[src/rtl/bin_to_bcd_seq.sv]
// Sequential binary-to-BCD converter (shift-and-add-3), one iteration per clock,
// with start/busy/done handshake and optional sign+magnitude handling.
module bin_to_bcd_seq #(
    parameter int BIN_WIDTH = 8,
    parameter int DIGITS    = 3,
    parameter int SIGNED    = 0
) (
    input  logic                  clk,
    input  logic                  rst,
    input  logic                  start,
    input  logic [BIN_WIDTH-1:0]  bin_in,
    output logic                  busy,
    output logic                  done,
    output logic [4*DIGITS-1:0]   bcd_out,
    output logic                  sign_out,
    output logic                  overflow
);

    localparam int BCD_W = 4 * DIGITS;
    localparam int CNT_W = $clog2(BIN_WIDTH + 1);

    typedef enum logic {
        IDLE  = 1'b0,
        SHIFT = 1'b1
    } state_t;

    // Per-digit correction: any digit >= 5 would reach >= 10 after doubling.
    function automatic logic [BCD_W-1:0] add3_digits(input logic [BCD_W-1:0] s);
        logic [BCD_W-1:0] r;
        r = s;
        for (int i = 0; i < DIGITS; i++) begin
            if (s[4*i +: 4] >= 4'd5) begin
                r[4*i +: 4] = s[4*i +: 4] + 4'd3;
            end else begin
                r[4*i +: 4] = s[4*i +: 4];
            end
        end
        return r;
    endfunction

    state_t                 state_q,   state_d;
    logic [BIN_WIDTH-1:0]   op_q,      op_d;
    logic [BCD_W-1:0]       scratch_q, scratch_d;
    logic [CNT_W-1:0]       cnt_q,     cnt_d;
    logic                   sticky_q,  sticky_d;
    logic                   sign_lat_q, sign_lat_d;
    logic                   busy_q,    busy_d;
    logic                   done_q,    done_d;
    logic [BCD_W-1:0]       bcd_q,     bcd_d;
    logic                   sign_q,    sign_d;
    logic                   ovf_q,     ovf_d;

    logic [BCD_W-1:0]       adj_s;
    logic [BCD_W-1:0]       shifted_s;
    logic [BIN_WIDTH-1:0]   mag_s;
    logic                   neg_s;

    // Next-state and datapath computation for the converter.
    always_comb begin
        state_d    = state_q;
        op_d       = op_q;
        scratch_d  = scratch_q;
        cnt_d      = cnt_q;
        sticky_d   = sticky_q;
        sign_lat_d = sign_lat_q;
        busy_d     = busy_q;
        done_d     = 1'b0;
        bcd_d      = bcd_q;
        sign_d     = sign_q;
        ovf_d      = ovf_q;

        adj_s     = add3_digits(scratch_q);
        shifted_s = {adj_s[BCD_W-2:0], op_q[BIN_WIDTH-1]};

        if (SIGNED != 0) begin
            neg_s = bin_in[BIN_WIDTH-1];
        end else begin
            neg_s = 1'b0;
        end
        // -2^(N-1) negates to itself, which reads correctly as unsigned 2^(N-1).
        if (neg_s) begin
            mag_s = ~bin_in + {{(BIN_WIDTH-1){1'b0}}, 1'b1};
        end else begin
            mag_s = bin_in;
        end

        case (state_q)
            IDLE: begin
                if (start) begin
                    op_d       = mag_s;
                    sign_lat_d = neg_s;
                    scratch_d  = {BCD_W{1'b0}};
                    sticky_d   = 1'b0;
                    cnt_d      = CNT_W'(BIN_WIDTH);
                    busy_d     = 1'b1;
                    state_d    = SHIFT;
                end else begin
                    state_d = IDLE;
                end
            end
            SHIFT: begin
                scratch_d = shifted_s;
                op_d      = {op_q[BIN_WIDTH-2:0], 1'b0};
                sticky_d  = sticky_q | adj_s[BCD_W-1];
                cnt_d     = cnt_q - CNT_W'(1);
                if (cnt_q == CNT_W'(1)) begin
                    bcd_d   = shifted_s;
                    ovf_d   = sticky_q | adj_s[BCD_W-1];
                    sign_d  = sign_lat_q;
                    done_d  = 1'b1;
                    busy_d  = 1'b0;
                    state_d = IDLE;
                end else begin
                    state_d = SHIFT;
                end
            end
            default: begin
                busy_d  = 1'b0;
                state_d = IDLE;
            end
        endcase
    end

    // State and output registers with synchronous reset.
    always_ff @(posedge clk) begin
        if (rst) begin
            state_q    <= IDLE;
            op_q       <= {BIN_WIDTH{1'b0}};
            scratch_q  <= {BCD_W{1'b0}};
            cnt_q      <= {CNT_W{1'b0}};
            sticky_q   <= 1'b0;
            sign_lat_q <= 1'b0;
            busy_q     <= 1'b0;
            done_q     <= 1'b0;
            bcd_q      <= {BCD_W{1'b0}};
            sign_q     <= 1'b0;
            ovf_q      <= 1'b0;
        end else begin
            state_q    <= state_d;
            op_q       <= op_d;
            scratch_q  <= scratch_d;
            cnt_q      <= cnt_d;
            sticky_q   <= sticky_d;
            sign_lat_q <= sign_lat_d;
            busy_q     <= busy_d;
            done_q     <= done_d;
            bcd_q      <= bcd_d;
            sign_q     <= sign_d;
            ovf_q      <= ovf_d;
        end
    end

    assign busy     = busy_q;
    assign done     = done_q;
    assign bcd_out  = bcd_q;
    assign sign_out = sign_q;
    assign overflow = ovf_q;

endmodule
[config.mk]
export PLATFORM = sky130hd
export DESIGN_NAME = bin_to_bcd_seq
export DESIGN_NICKNAME = d
export VERILOG_FILES = /design/src/rtl/bin_to_bcd_seq.sv
export SDC_FILE = /design/constraint.sdc
export NUM_CORES = 1
export LEC_CHECK = 0
export ABC_AREA = 1
export CAP_MARGIN = 40
export CORE_UTILIZATION = 52
export DETAILED_ROUTE_END_ITERATION = 8
export PLACE_DENSITY = 0.73
export SLEW_MARGIN = 5
export SYNTH_ARGS = -nofsm -noshare
export SYNTH_HDL_FRONTEND = slang
export SYNTH_SLANG_ARGS = --single-unit
[constraint.sdc]
create_clock -name clk -period 3 [get_ports clk]
set_input_delay 0.3 -clock clk [delete_from_list [all_inputs] [get_ports clk]]
set_output_delay 0.3 -clock clk [all_outputs]
set_load 0.1 [all_outputs]
==> summary.md <==
| Metric | Value |
|---|---|
| CP max stage cell | dfxtp_1 |
| Startpoint class of the critical path | flop |
| Multi-input logic area | roughly 890 um^2 |
| RSZ-0062 raised after global routing | false |
| Antenna violations before repair | 0 |
| Cells after Synth | 274 |
| FFs w/ async S/R, synth | 0% |
| Number of remaining DRC errors | 0 |
| Pwr dens | 456.8 nW/um^2 |
| Relative slew margins | 53.36% |
| Critical Path AT | 1.98 ns |
| Largest net degree at the start of global routing | 18 |
| Hold Vio Cnt, Final | 0 |
| Clock share of power | 39.5% |
| Wire per inst | between 10 and 15 um |
| Worst Path Class, Setup | reg -> reg |
| Register area share after synthesis | 42.46% |
| Seq pwr share | between 50 and 60% |
| Count leader, synth | nand2_1 |
| CTS resizes | 0 |
| Flops & latches, synth | 41 |
| Min-Delay Path Class | reg -> reg |
| Die ar. | 3965 um^2 |
| First-pass GRT wire length | 7348 um |
| Net Count, Synth | approximately 290 |
| Commonest cells in the netlist | nand2_1 (86), dfxtp_1 (41), nand3_1 (36) |
| Max Freq | 0.5544 GHz |
| Routed via count | ~1.7k |
| Placement Setup Slack | 1.056 ns |
| Die Ht | 62.97 um |
| Core area | between 3000 and 4000 um^2 |
| Post-synthesis xor/xnor area fraction | 0% |
| Adder-cell share of the synthesized area | under 10% |
| Fin Clk Skew | 0.004473 ns |
| Final Instance Count excl. Fillers | around 360 |
| Synth top area share | 42.46% |
| Worst path top cell family by delay | flip-flops |
| Clock latency on the worst-skew pair | 0.28 ns |
| H-tree depth | 2 |
| Setup TNS | 0 ns |
| # fillers | 291 |
| Synthesis-to-layout area growth | 27.25% |
| Worst Path Buf+Inv | 2 |
| Max Root-Sink Buffers | 2 |
| Synthesized area | around 1900 um^2 |
| Die W | around 63 um |
| Initial Util | 56.16% |
| Drt via density | 4.910 |
| Period utilization | about 60% |
| Synth area leaders | dfxtp_1 (42%), nand2_1 (17%), nand3_1 (9.3%), inv_1 (6.8%), ha_1 (5.2%) |
| Port-buffer cells | 25 |
| # placed instances | 348 |
| Number of synthesized flops with an enable pin | 0 |
| Tmin final | approximately 1.8 ns |
| VDD IR max | 0.0003447 V |
| Io pins | 27 |
| FF+latch area | 820.8 um^2 |
| Power Internal | 867.5 uW |
| Sink Count | 41 |
| Root Driver | clkbuf_8 |
| Post-CTS Hold Buffers | 0 |
| Synth Area in Compound Gates | 10.23% |
| Switch share | 22.80% |
| Max-slew violations | 0 |
| Tot GR Track Use | 23.28% |
| DR iter-0 viols | 72 |
| Syn Area/Cell | 7.055 um^2 |
| Worst-path maximum fanout | 17 |
| Total gr overflow | 0 |
| Top cell by count, worst path | inv_1 |
| Synth unique cells | 26 |
| LEAKAGE | 1.145 nW |
| First-pass DRT Iterations | 5 |
| Vias in the first global route | 1702 |
| Synth Warn # | 0 |
| Cell taking the most area after synthesis | dfxtp_1 |
| Cell row count | 21 |
| # setup viols final | 0 |
| Final nets | 328 |
| CP Cell Sequence | inv_1, nand2_1, o21ai_0, o21ai_1, inv_1 |
| Slew @ Worst Pin | roughly 0.70 ns |
| Layout cells sized above 1 | 10.32% |
| Crit. End Element | flop |
| Clk slew on worst S/H paths | around 0.07 ns |
| Synth Area in Simple Gates | 30.49% |
| Final Power | 1.124 mW |
| Switch Pwr | 256.3 uW |
| Worst endpoint required time | 3.18 ns |
| Top FF cell, synth | dfxtp_1 |
| CTS tree | done |
| Status | finished, final reports clean |
| Max Cap Violations | 0 |
| Final Util | 71.46% |
| Worst setup margin | between 1 and 1.5 ns |
| Number of diodes | 0 |
| ANT nets after route | 0 |
| RD Place Congestion | between 0.8 and 0.9 |
| Worst path max stage delay | 0.77 ns |
| Inserted Clock Buffers | 5 |
| DP Wirelength | 2953 um |
| Post-synthesis mux area share | 0% |
| Post-Route WL | ~4000 um |
| Largest family of logic cells by synthesized area | simple AND/OR/NAND/NOR gates |
| Comb pwr share | 9.6% |
| Post-CTS Setup Inserts | 0 |
==> worst paths after layout <==
kind	start	end	slack, ns	cells after the start
worst max-delay path	state_q$_SDFF_PP0_	op_q[6]$_SDFFE_PP0P_	1.20	5
worst min-delay path	bcd_out[3]$_SDFFE_PP0P_	bcd_out[3]$_SDFFE_PP0P_	0.45	2
worst max register to register	state_q$_SDFF_PP0_	op_q[6]$_SDFFE_PP0P_	1.20	5
worst min register to register	bcd_out[3]$_SDFFE_PP0P_	bcd_out[3]$_SDFFE_PP0P_	0.45	2
==> layout make-up <==
cell class / instances / share of cell area, %
Multi-Input combinational cell: 183 / 36.22
Sequential cell: 41 / 33.37
Timing Repair Buffer: 39 / 17.40
Inverter: 39 / 5.951
Clock buffer: 7 / 3.510
Tap cell: 46 / 2.340
Clock inverter: 1 / 1.221
==> worst reg2reg max path, stage by stage, from the launching register on <==
cell     delay, ns
dfxtp_1       0.77
inv_1         0.40
nand2_1       0.25
o21ai_0       0.10
o21ai_1       0.13
inv_1         0.05
==> power groups by stage <==
stage	Sequential, mW	Clock [mW]	Combinational [mW]
detailed placement	0.584	0	0.108
finish	0.572	0.444	0.108
floorplan	0.589	0	0.0740
CTS	0.571	0.455	0.108
global route	0.574	0.479	0.121
global placement	0.584	0	0.105
==> flip-flops by register name, summed over array words and instances, names as in the netlist <==
| signal | count |
|---|---|
| overflow | 1 |
| bcd_out | 12 |
| state_q | 1 |
| scratch_q | 12 |
| busy | 1 |
| sticky_q | 1 |
| cnt_q | 4 |
| op_q | 8 |
| done | 1 |
==> kinds of logic (layout without fill, tap and decap cells) <==
logic type	count (synthesis)	in the layout
adders and majority gates	8	8
and+or+nand+nor	137	137
other	1	1
AOI/OAI and AO/OA	37	37
buffers and inverters	50	86
DFF	41	41
==> stage by stage <==
step	area (um^2)	hold WS, ns
5_1_grt	2460	0.4776
4_1_cts	2460	0.4499
2_1_floorplan	1933	0.4355
6_report	2460	0.4484
3_3_place_gp	2178	0.4330
3_5_place_dp	2344	0.4374
==> per-layer routing <==
metal | share of wire, % | up-vias | wire [um] | GRT usage (%)
met4 | 1.2 | 0 | 49 | 6.977
met5 | 0 | - | 0 | 0
met1 | 47 | 780 | 1889 | 27.10
met2 | 49 | 27 | 1944 | 42.34
li1 | - | 935 | - | -
met3 | 2.9 | 6 | 117 | 4.562
==> layout by cell type, fill, tap and decap left out, types with 7 or more instances in the layout <==
master and n:
dfxtp_1 41, buf_8 11, nand3_1 36, clkdlybuf4s50_1 21
inv_1 35, nand2_1 86, ha_1 8, buf_4 7
nor2_1 9, a21oi_1 18, o21ai_1 7
Note: power is estimated with default switching activity, not from simulation.
